$ cat config.mk
export PLATFORM = sky130hd
export DESIGN_NAME = ps2_host_tx
export DESIGN_NICKNAME = d
export VERILOG_FILES = /design/src/rtl/ps2_pkg.sv /design/src/rtl/ps2_line_filter.sv /design/src/rtl/ps2_host_tx.sv
export SDC_FILE = /design/constraint.sdc
export NUM_CORES = 1
export LEC_CHECK = 0
export ABC_AREA = 0
export BUFFER_PORTS_ARGS = -buffer_cell sky130_fd_sc_hd__buf_2
export CAP_MARGIN = 20
export CORE_ASPECT_RATIO = 0.75
export CORE_MARGIN = 2
export CORE_UTILIZATION = 60
export DETAILED_ROUTE_END_ITERATION = 7
export MAX_ROUTING_LAYER = met4
export PLACE_DENSITY = 0.8
export SYNTH_ARGS = -nofsm -noshare
export SYNTH_HDL_FRONTEND = slang
export SYNTH_SLANG_ARGS = --single-unit
$ cat constraint.sdc
create_clock -name clk_in -period 2.7 [get_ports clk_in]
set_input_delay 0.27 -clock clk_in [delete_from_list [all_inputs] [get_ports clk_in]]
set_output_delay 0.27 -clock clk_in [all_outputs]
set_load 0.1 [all_outputs]
$ cat src/rtl/ps2_pkg.sv
// rtl/ps2_pkg.sv - shared PS/2 host transmitter states and keyboard command codes
package ps2_pkg;

  typedef enum logic [2:0] {
    IDLE,
    INHIBIT,
    START,
    DATA,
    PARITY,
    STOP,
    ACK,
    WAIT_IDLE
  } ps2_tx_state_t;

  localparam logic [7:0] PS2_CMD_SET_LED = 8'hED;
  localparam logic [7:0] PS2_CMD_ENABLE  = 8'hF4;
  localparam logic [7:0] PS2_CMD_RESET   = 8'hFF;
  localparam logic [7:0] PS2_RSP_ACK     = 8'hFA;

  function automatic logic odd_parity(input logic [7:0] b);
    return ~^b;
  endfunction

endpackage

$ cat src/rtl/ps2_line_filter.sv
// rtl/ps2_line_filter.sv - PS/2 line synchroniser, clock deglitch filter and falling-edge detect
module ps2_line_filter #(
  parameter int FILTER_LEN = 8
) (
  input  logic clk_in,
  input  logic reset,
  input  logic ps2_clock,
  input  logic ps2_data,
  output logic clock_filt,
  output logic data_sync,
  output logic fall
);

  localparam int CW = (FILTER_LEN > 1) ? $clog2(FILTER_LEN) : 1;

  logic [1:0]    clock_sync;
  logic [1:0]    data_sync_r;
  logic [CW-1:0] stable_cnt;
  logic          clock_prev;

  // Sync stages reset to the idle-high bus level so reset never fakes a fall.
  always_ff @(posedge clk_in) begin
    if (reset) begin
      clock_sync  <= 2'b11;
      data_sync_r <= 2'b11;
      stable_cnt  <= '0;
      clock_filt  <= 1'b1;
      clock_prev  <= 1'b1;
    end else begin
      clock_sync  <= {clock_sync[0], ps2_clock};
      data_sync_r <= {data_sync_r[0], ps2_data};
      clock_prev  <= clock_filt;
      if (clock_sync[1] == clock_filt) begin
        stable_cnt <= '0;
      end else if (stable_cnt == CW'(FILTER_LEN - 1)) begin
        clock_filt <= clock_sync[1];
        stable_cnt <= '0;
      end else begin
        stable_cnt <= stable_cnt + 1'b1;
      end
    end
  end

  assign data_sync = data_sync_r[1];
  assign fall      = clock_prev & ~clock_filt;

endmodule

$ cat src/rtl/ps2_host_tx.sv
// rtl/ps2_host_tx.sv - PS/2 host-to-device command transmitter with open-drain line control
module ps2_host_tx
  import ps2_pkg::*;
#(
  parameter int INHIBIT_CYCLES = 5000,
  parameter int TIMEOUT_CYCLES = 750000,
  parameter int FILTER_LEN     = 8
) (
  input  logic       clk_in,
  input  logic       reset,
  input  logic [7:0] tx_data,
  input  logic       tx_valid,
  output logic       tx_ready,
  input  logic       ps2_clock,
  input  logic       ps2_data,
  output logic       ps2_clock_oe,
  output logic       ps2_data_oe,
  output logic       rx_inhibit,
  output logic       done,
  output logic       error,
  output logic       err_timeout
);

  localparam int IW = (INHIBIT_CYCLES > 1) ? $clog2(INHIBIT_CYCLES) : 1;
  localparam int TW = (TIMEOUT_CYCLES > 1) ? $clog2(TIMEOUT_CYCLES) : 1;

  logic          clock_filt;
  logic          data_sync;
  logic          fall;
  ps2_tx_state_t state;
  logic [7:0]    shreg;
  logic          parity;
  logic [IW-1:0] inh_cnt;
  logic [TW-1:0] to_cnt;
  logic [3:0]    bit_idx;
  logic          busy;
  logic          timeout;

  ps2_line_filter #(.FILTER_LEN(FILTER_LEN)) u_filter (
    .clk_in     (clk_in),
    .reset      (reset),
    .ps2_clock  (ps2_clock),
    .ps2_data   (ps2_data),
    .clock_filt (clock_filt),
    .data_sync  (data_sync),
    .fall       (fall)
  );

  assign busy    = (state != IDLE) && (state != INHIBIT);
  // Counter starts at 0 in START; firing as it would step to TIMEOUT_CYCLES-1.
  assign timeout = (to_cnt == TW'(TIMEOUT_CYCLES - 2));

  always_ff @(posedge clk_in) begin
    if (reset) begin
      state        <= IDLE;
      tx_ready     <= 1'b1;
      ps2_clock_oe <= 1'b0;
      ps2_data_oe  <= 1'b0;
      rx_inhibit   <= 1'b0;
      done         <= 1'b0;
      error        <= 1'b0;
      err_timeout  <= 1'b0;
      shreg        <= '0;
      parity       <= 1'b0;
      inh_cnt      <= '0;
      to_cnt       <= '0;
      bit_idx      <= '0;
    end else begin
      done  <= 1'b0;
      error <= 1'b0;
      if (busy) to_cnt <= to_cnt + 1'b1;

      if (busy && timeout) begin
        state        <= IDLE;
        ps2_clock_oe <= 1'b0;
        ps2_data_oe  <= 1'b0;
        rx_inhibit   <= 1'b0;
        error        <= 1'b1;
        err_timeout  <= 1'b1;
      end else begin
        case (state)
          IDLE: begin
            tx_ready     <= 1'b1;
            rx_inhibit   <= 1'b0;
            ps2_clock_oe <= 1'b0;
            ps2_data_oe  <= 1'b0;
            inh_cnt      <= '0;
            to_cnt       <= '0;
            bit_idx      <= '0;
            if (tx_valid && tx_ready) begin
              shreg        <= tx_data;
              parity       <= odd_parity(tx_data);
              state        <= INHIBIT;
              tx_ready     <= 1'b0;
              rx_inhibit   <= 1'b1;
              ps2_clock_oe <= 1'b1;
              ps2_data_oe  <= (INHIBIT_CYCLES == 1);
            end
          end
          INHIBIT: begin
            inh_cnt <= inh_cnt + 1'b1;
            if (inh_cnt == IW'(INHIBIT_CYCLES - 2)) ps2_data_oe <= 1'b1;
            if (inh_cnt == IW'(INHIBIT_CYCLES - 1)) begin
              state        <= START;
              ps2_clock_oe <= 1'b0;
              ps2_data_oe  <= 1'b1;
              to_cnt       <= '0;
            end
          end
          START: if (fall) begin
            ps2_data_oe <= ~shreg[0];
            bit_idx     <= 4'd1;
            state       <= DATA;
          end
          DATA: if (fall) begin
            if (bit_idx == 4'd8) begin
              ps2_data_oe <= ~parity;
              state       <= PARITY;
            end else begin
              ps2_data_oe <= ~shreg[bit_idx[2:0]];
              bit_idx     <= bit_idx + 1'b1;
            end
          end
          PARITY: if (fall) begin
            ps2_data_oe <= 1'b0;
            state       <= STOP;
          end
          // Stop bit is on the wire; the device samples it on this rising edge, then drives the ack.
          STOP: if (clock_filt) state <= ACK;
          ACK: if (fall) begin
            if (!data_sync) begin
              state <= WAIT_IDLE;
            end else begin
              error       <= 1'b1;
              err_timeout <= 1'b0;
              rx_inhibit  <= 1'b0;
              state       <= IDLE;
            end
          end
          WAIT_IDLE: if (clock_filt && data_sync) begin
            done       <= 1'b1;
            rx_inhibit <= 1'b0;
            state      <= IDLE;
          end
          default: state <= IDLE;
        endcase
      end
    end
  end

endmodule

==> results of run 1 <==
-- path summary, 6_finish.rpt --
| check | startpoint | endpoint | slack [ps] |
|---|---|---|---|
| max | state[1] | shreg[2] | 580 |
| min | ps2_data | u_filter.data_sync_r[0] | 100 |
| max reg2reg | state[1] | shreg[2] | 580 |
| min reg2reg | u_filter.clock_sync[0] | u_filter.clock_sync[1] | 410 |
-- layout by cell type, fill, tap and decap left out, types with 6 or more instances in the layout --
cell type,count
ha_1,8
mux2i_1,11
and2_1,7
nor2_1,47
xnor2_1,20
dfxtp_1,65
nor3_1,13
nand4_1,11
buf_2,19
nand3_1,16
or2_2,6
inv_1,11
o21ai_0,7
a21oi_1,23
nand2_1,28
clkbuf_8,13
-- logic make-up after synthesis --
family | after synthesis | share of synthesized area, %
AOI/OAI and AO/OA | 64 | 13.4
and+or+nand+nor | 160 | 26.3
DFF | 65 | 40.7
adders and majority gates | 8 | 3.13
muxes | 17 | 6.26
buffers and inverters | 25 | 3.64
xor gates and xnor gates | 24 | 6.58
-- flip-flops by register name (all words and copies together) (netlist names), 2 cells and up --
signal                flops
to_cnt                   20
state                     3
u_filter.stable_cnt       3
u_filter.clock_sync       2
shreg                     8
bit_idx                   4
u_filter.data_sync_r      2
inh_cnt                  13
-- area by class of cell --
cell class,count,area share (%)
timing repair buffer,21,3.12
multi-input combinational,273,50.3
sequential,65,36.8
tap,72,2.55
inverter,11,1.17
clock buffer,13,5.06
clock inverter,2,0.991
-- per-stage QoR --
stage / hold slack (ps) / worst slack, ps / cells
6_report: 103 / 578 / 457
3_3_place_gp: 394 / 646 / 442
4_1_cts: 93.3 / 592 / 457
3_5_place_dp: 397 / 590 / 442
2_1_floorplan: 374 / 918 / 363
5_1_grt: 92.0 / 359 / 457
-- power by group through the flow --
stage | Combinational, mW | Clock (mW) | Sequential (mW)
4_1_cts | 0.734 | 0.891 | 1.12
2_1_floorplan | 0.494 | 0 | 1.24
6_report | 0.736 | 0.885 | 1.12
5_1_grt | 0.807 | 0.933 | 1.13
3_5_place_dp | 0.731 | 0 | 1.14
3_3_place_gp | 0.713 | 0 | 1.13
-- worst reg2reg max path, cell delays in order, from the launching register on --
cell and delay (ps):
dfxtp_1 490, or2_2 470, nor2_1 190, and3_1 510
mux2i_1 270, nor2_1 50
-- layer usage --
| metal | track usage [%] | part of all wire [%] | vias up |
|---|---|---|---|
| li1 | - | - | 1338 |
| met1 | 36.0 | 49 | 1278 |
| met2 | 38.9 | 44 | 81 |
| met3 | 6.97 | 4.8 | 16 |
| met4 | 10.4 | 1.8 | 0 |
| met5 | - | 0 | - |
==> impl_results.md, run 1 <==
- Die area: 5930 um^2
- Area contributors post-synth: dfxtp_1 (41%), nor2_1 (5.5%), xnor2_1 (5.5%)
- Worst Skew: 6.72 ps
- Row cnt: 22
- Status: complete, no violations
- Worst vdd ir: 0.481 mV
- TritonCTS clock tree: built
- Initial antenna violation count: 0
- Initial DRC Count: 171
- Synth cell count leaders: dfxtp_1 (65), nor2_1 (47), nand2_1 (28), a21oi_1 (23), xnor2_1 (20)
- Setup bufs post-CTS: 0
- Clk_lat worst skew: 350 ps
- Max_cap viols: 0
- CP dominant cell by count: nor2_1
- WL/cell: 15.1 um
- CP Depth: 5
- R2R cell count: 5
- Pre-antenna DRT Iters: 5
- GPL Wtd Cong: 0.919
- Layout cells sized above 1: 14.0%
- Post-route cell area: 3530 um^2
- Cell leakage power: 1.31 nW
- Fin crit period: 2120 ps
- Max Fclk: 471 MHz
- Number of H-tree levels: 3
- Power share of the combinational group: 26.9%
- Ys flop type: dfxtp_1
- Worst EP required: 2910 ps
- Crit. End Element: register
- Synth unique cells: 54
- Startpoint Class: register
- Multi-input logic area: 1780 um^2
- CP max stage cell: and3_1
- # diodes: 0
- Asr flop ratio synth: 0%
- Final hold violations: 0
- Switch Pwr: 951 uW
- Mapped Nets: 384
- Synth warn: 0
- Dominant cell by count in the synthesized netlist: dfxtp_1
- Critical path, cell by cell: or2_2 > nor2_1 > and3_1 > mux2i_1 > nor2_1
- Clk buf depth: 2
- DP Area: 3320 um^2
- Nets: 402
- Crit Path Category: reg2reg
- Power, Total: 2.74 mW
- Count of flip-flops with a built-in enable after synthesis: 0
- Critical Path AT: 2330 ps
- Post-CTS resize count: 0
- Detailed-route DRC error count: 0
- Routed Wire Length: 6920 um
- RSZ-0062 raised after global routing: false
- Remaining antenna violation count: 0
- DR vias/cell: 5.94
- Hold Path Class: in2reg
- Reg area: 1300 um^2
- Slowest cell delay on critical path: 510 ps
- Fill cell count: 419
- Inserted Clock Buffers: 9
- Clock root buffer: clkbuf_8
- Int Pwr: 1.79 mW
- Final core occ: 70.6%
- Tcrit/Tclk final: 78.6%
- Crit path buffers/inverters: 0
- Slew margin rel.: 51.0%
- Sequential Power Share: 40.8%
- Power share of the clock group: 32.3%
- P&R area growth vs syn: 10.6%
- Cell area after synthesis: 3200 um^2
- Total GRT Usage: 26.8%
- Post-route setup TNS: 0 ps
- Least-Margin Pin Slew: 734 ps
- I/O Pins: 20
- Total gr overflow: 0
- Crit-path max FO: 18
- IO Port Bufs: 19
- Crit path max-delay family: simple AND/OR/NAND/NOR gates
- Vias in the first global route: 2521
- Slew Viols, Final: 0
- Via count: 2713
- CTS Hold Bufs: 0
- Yosys top cell by area: dfxtp_1
- Synth Register Bits: 65
- Hold Crit Depth: 2
- Core Box Area: 5010 um^2
- Seq/Total Area, Yosys: 40.7%
- Yosys top cell area share: 40.7%
- Mapped Cells: 363
- Post-DP HPWL: 4760 um
- Pin count of the biggest net entering global routing: 40
- First-pass GRT wire length: 11700 um
- # clock sinks: 65
- Initial Utilization: 63.8%
- Die width: 88.3 um
- Sw Ratio: 34.7%
- Clock-pin slew on the worst setup and hold paths: 70 ps
- Pwr/cell area: 775 nW/um^2
- Mean post-synth cell area: 8.80 um^2
- Die span in y: 67.2 um
- Setup Viol. Count Final: 0
(Power assumes the default switching activity.)
==> run 2, diff against run 1 <==
- ABC_AREA: 0 -> 1
- CORE_UTILIZATION: 60 -> 55
- PLACE_DENSITY: 0.8 -> 0.77
- clock period: 2.7 -> 1.9 ns (I/O delays scaled with it)
==> impl_results.md, run 2 <==
- Total gr overflow: 0
- Startpoint Class: register
- Post-route setup TNS: 0 ps
- Mapped Cells: 496
- Area contributors post-synth: dfxtp_1 (37%), nand2_1 (12%), nor2_1 (6.7%)
- Cell leakage power: 1.58 nW
- Setup Viol. Count Final: 0
- Row cnt: 25
- Setup bufs post-CTS: 0
- Mean post-synth cell area: 7.16 um^2
- Remaining antenna violation count: 0
- Worst Skew: 11.3 ps
- Routed Wire Length: 7750 um
- Hold Path Class: in2reg
- Slew margin rel.: 67.7%
- Yosys top cell by area: dfxtp_1
- Worst EP required: 2130 ps
- Final core occ: 62.5%
- GPL Wtd Cong: 0.866
- Worst vdd ir: 0.880 mV
- HP Start: ps2_data
- Initial antenna violation count: 0
- Clk buf depth: 2
- Largest registers: to_cnt (20), inh_cnt (13), shreg (8)
- Final hold violations: 0
- Detailed-route DRC error count: 0
- # diodes: 0
- Tcrit/Tclk final: 90.7%
- Status: complete, no violations
- Total GRT Usage: 23.3%
- Die width: 96.8 um
- Synth Register Bits: 65
- Worst setup path startpoint: inh_cnt[0]
- # clock sinks: 65
- Crit. End Element: register
- Nets: 543
- P&R area growth vs syn: 10.7%
- Crit Path Category: reg2reg
- Clock root buffer: clkbuf_8
- Top reg by flops: to_cnt
- Clock-pin slew on the worst setup and hold paths: 80 ps
- Fin crit period: 1720 ps
- Vias in the first global route: 2811
- Pre-antenna DRT Iters: 5
- TritonCTS clock tree: built
- Reg area: 1300 um^2
- Seq/Total Area, Yosys: 36.7%
- Reg2reg start: inh_cnt[0]
- Crit-path max FO: 18
- Most frequent cells in the layout: nand2_1 (117), dfxtp_1 (65), nor2_1 (63), inv_1 (45), nand3_1 (42)
- DR vias/cell: 5.30
- Pwr/cell area: 1210 nW/um^2
- Inserted Clock Buffers: 9
- Core Box Area: 6290 um^2
- Yosys top cell area share: 36.7%
- Die span in y: 73.6 um
- Number of H-tree levels: 3
- Fill cell count: 542
- Initial DRC Count: 177
- Count of flip-flops with a built-in enable after synthesis: 0
- Synth unique cells: 41
- Via count: 3220
- Ys flop type: dfxtp_1
- I/O Pins: 20
- Synth cell count leaders: nand2_1 (117), dfxtp_1 (65), nor2_1 (63), inv_1 (45), nand3_1 (42)
- CTS Hold Bufs: 0
- Least-Margin Pin Slew: 488 ps
- Critical Path AT: 1960 ps
- First-pass GRT wire length: 12900 um
- Clk_lat worst skew: 350 ps
- Multi-input logic area: 1950 um^2
- Layout cells sized above 1: 15.6%
- Mapped Nets: 517
- Largest register FFs: 20
- WL/cell: 12.7 um
- Max_cap viols: 0
- Commonest non-fill, non-tap cell in the layout: nand2_1
- Initial Utilization: 56.5%
- Dominant cell by count in the synthesized netlist: nand2_1
- Slew Viols, Final: 0
- IO Port Bufs: 19
- Max Fclk: 580 MHz
- Cell area after synthesis: 3550 um^2
- Die area: 7120 um^2
- Synth warn: 0
- Post-DP HPWL: 5780 um
- Post-CTS resize count: 0
- Pin count of the biggest net entering global routing: 19
- Asr flop ratio synth: 0%
- RSZ-0062 raised after global routing: false
## run 2: area by class of cell
type	count	share of cell area (%)
well taps	81	2.58
clock inverters	7	2.01
flip-flops and latches	65	33.1
multi-input cells	367	49.7
repair buffers	28	4.14
inverters	51	5.32
clock buffers	9	3.15
## run 2: stage by stage
| stage | std cells | setup WS (ps) | power (mW) | hold slack, ps | cell area, um^2 |
|---|---|---|---|---|---|
| finish | 608 | 177 | 4.74 | 21.1 | 3930 |
| global route | 608 | 37.4 | 5.01 | 15.0 | 3930 |
| CTS | 608 | 176 | 4.75 | 7.29 | 3930 |
| detailed placement | 592 | 199 | 3.54 | 377 | 3730 |
| global placement | 592 | 262 | 3.51 | 373 | 3730 |
| floorplan | 496 | 112 | 3.21 | 294 | 3550 |
## run 2: cells by family after synthesis
kind of cell	after synthesis	synth area share [%]
buffers and inverters	64	8.35
XOR/XNOR	16	3.95
adder cells (fa/ha/maj)	8	2.82
AND/OR/NAND/NOR	276	38.1
flip-flops	65	36.7
AO/OA/AOI/OAI	67	10.1
## run 2: power breakdown
group / switching (mW) / total, mW / leakage, nW / internal, mW
Combinational: 1.33 / 1.87 / 0.964 / 0.537
Clock: 0.589 / 1.20 / 0.0925 / 0.616
Sequential: 0.136 / 1.66 / 0.528 / 1.53
## run 2: worst max-delay path, cell delays in order, from the launching register on
cell and delay [ps]:
dfxtp_1 410, ha_1 260, nand3_1 100, nor2_1 100
nand2_1 100, nand2_2 130, nand2_1 110, nand2_4 190
inv_1 60, o21ai_0 80, nor2_1 60
## run 2: per-layer routing
metal  global-route usage [%]  vias up  wire, um
met5                        -        -         0
met4                     7.51        0        58
met3                     5.14        6       414
met2                     34.6       94      3370
met1                     32.0     1462      3900
li1                         -     1658         -
## run 2: final timing paths
| kind | to | slack [ps] | depth (start not counted) |
|---|---|---|---|
| hold reg to reg | u_filter.data_sync_r[1] | 420 | 1 |
| hold / removal | u_filter.data_sync_r[0] | 20 | 2 |
| setup reg to reg | to_cnt[13] | 180 | 10 |
| setup / recovery | to_cnt[13] | 180 | 10 |
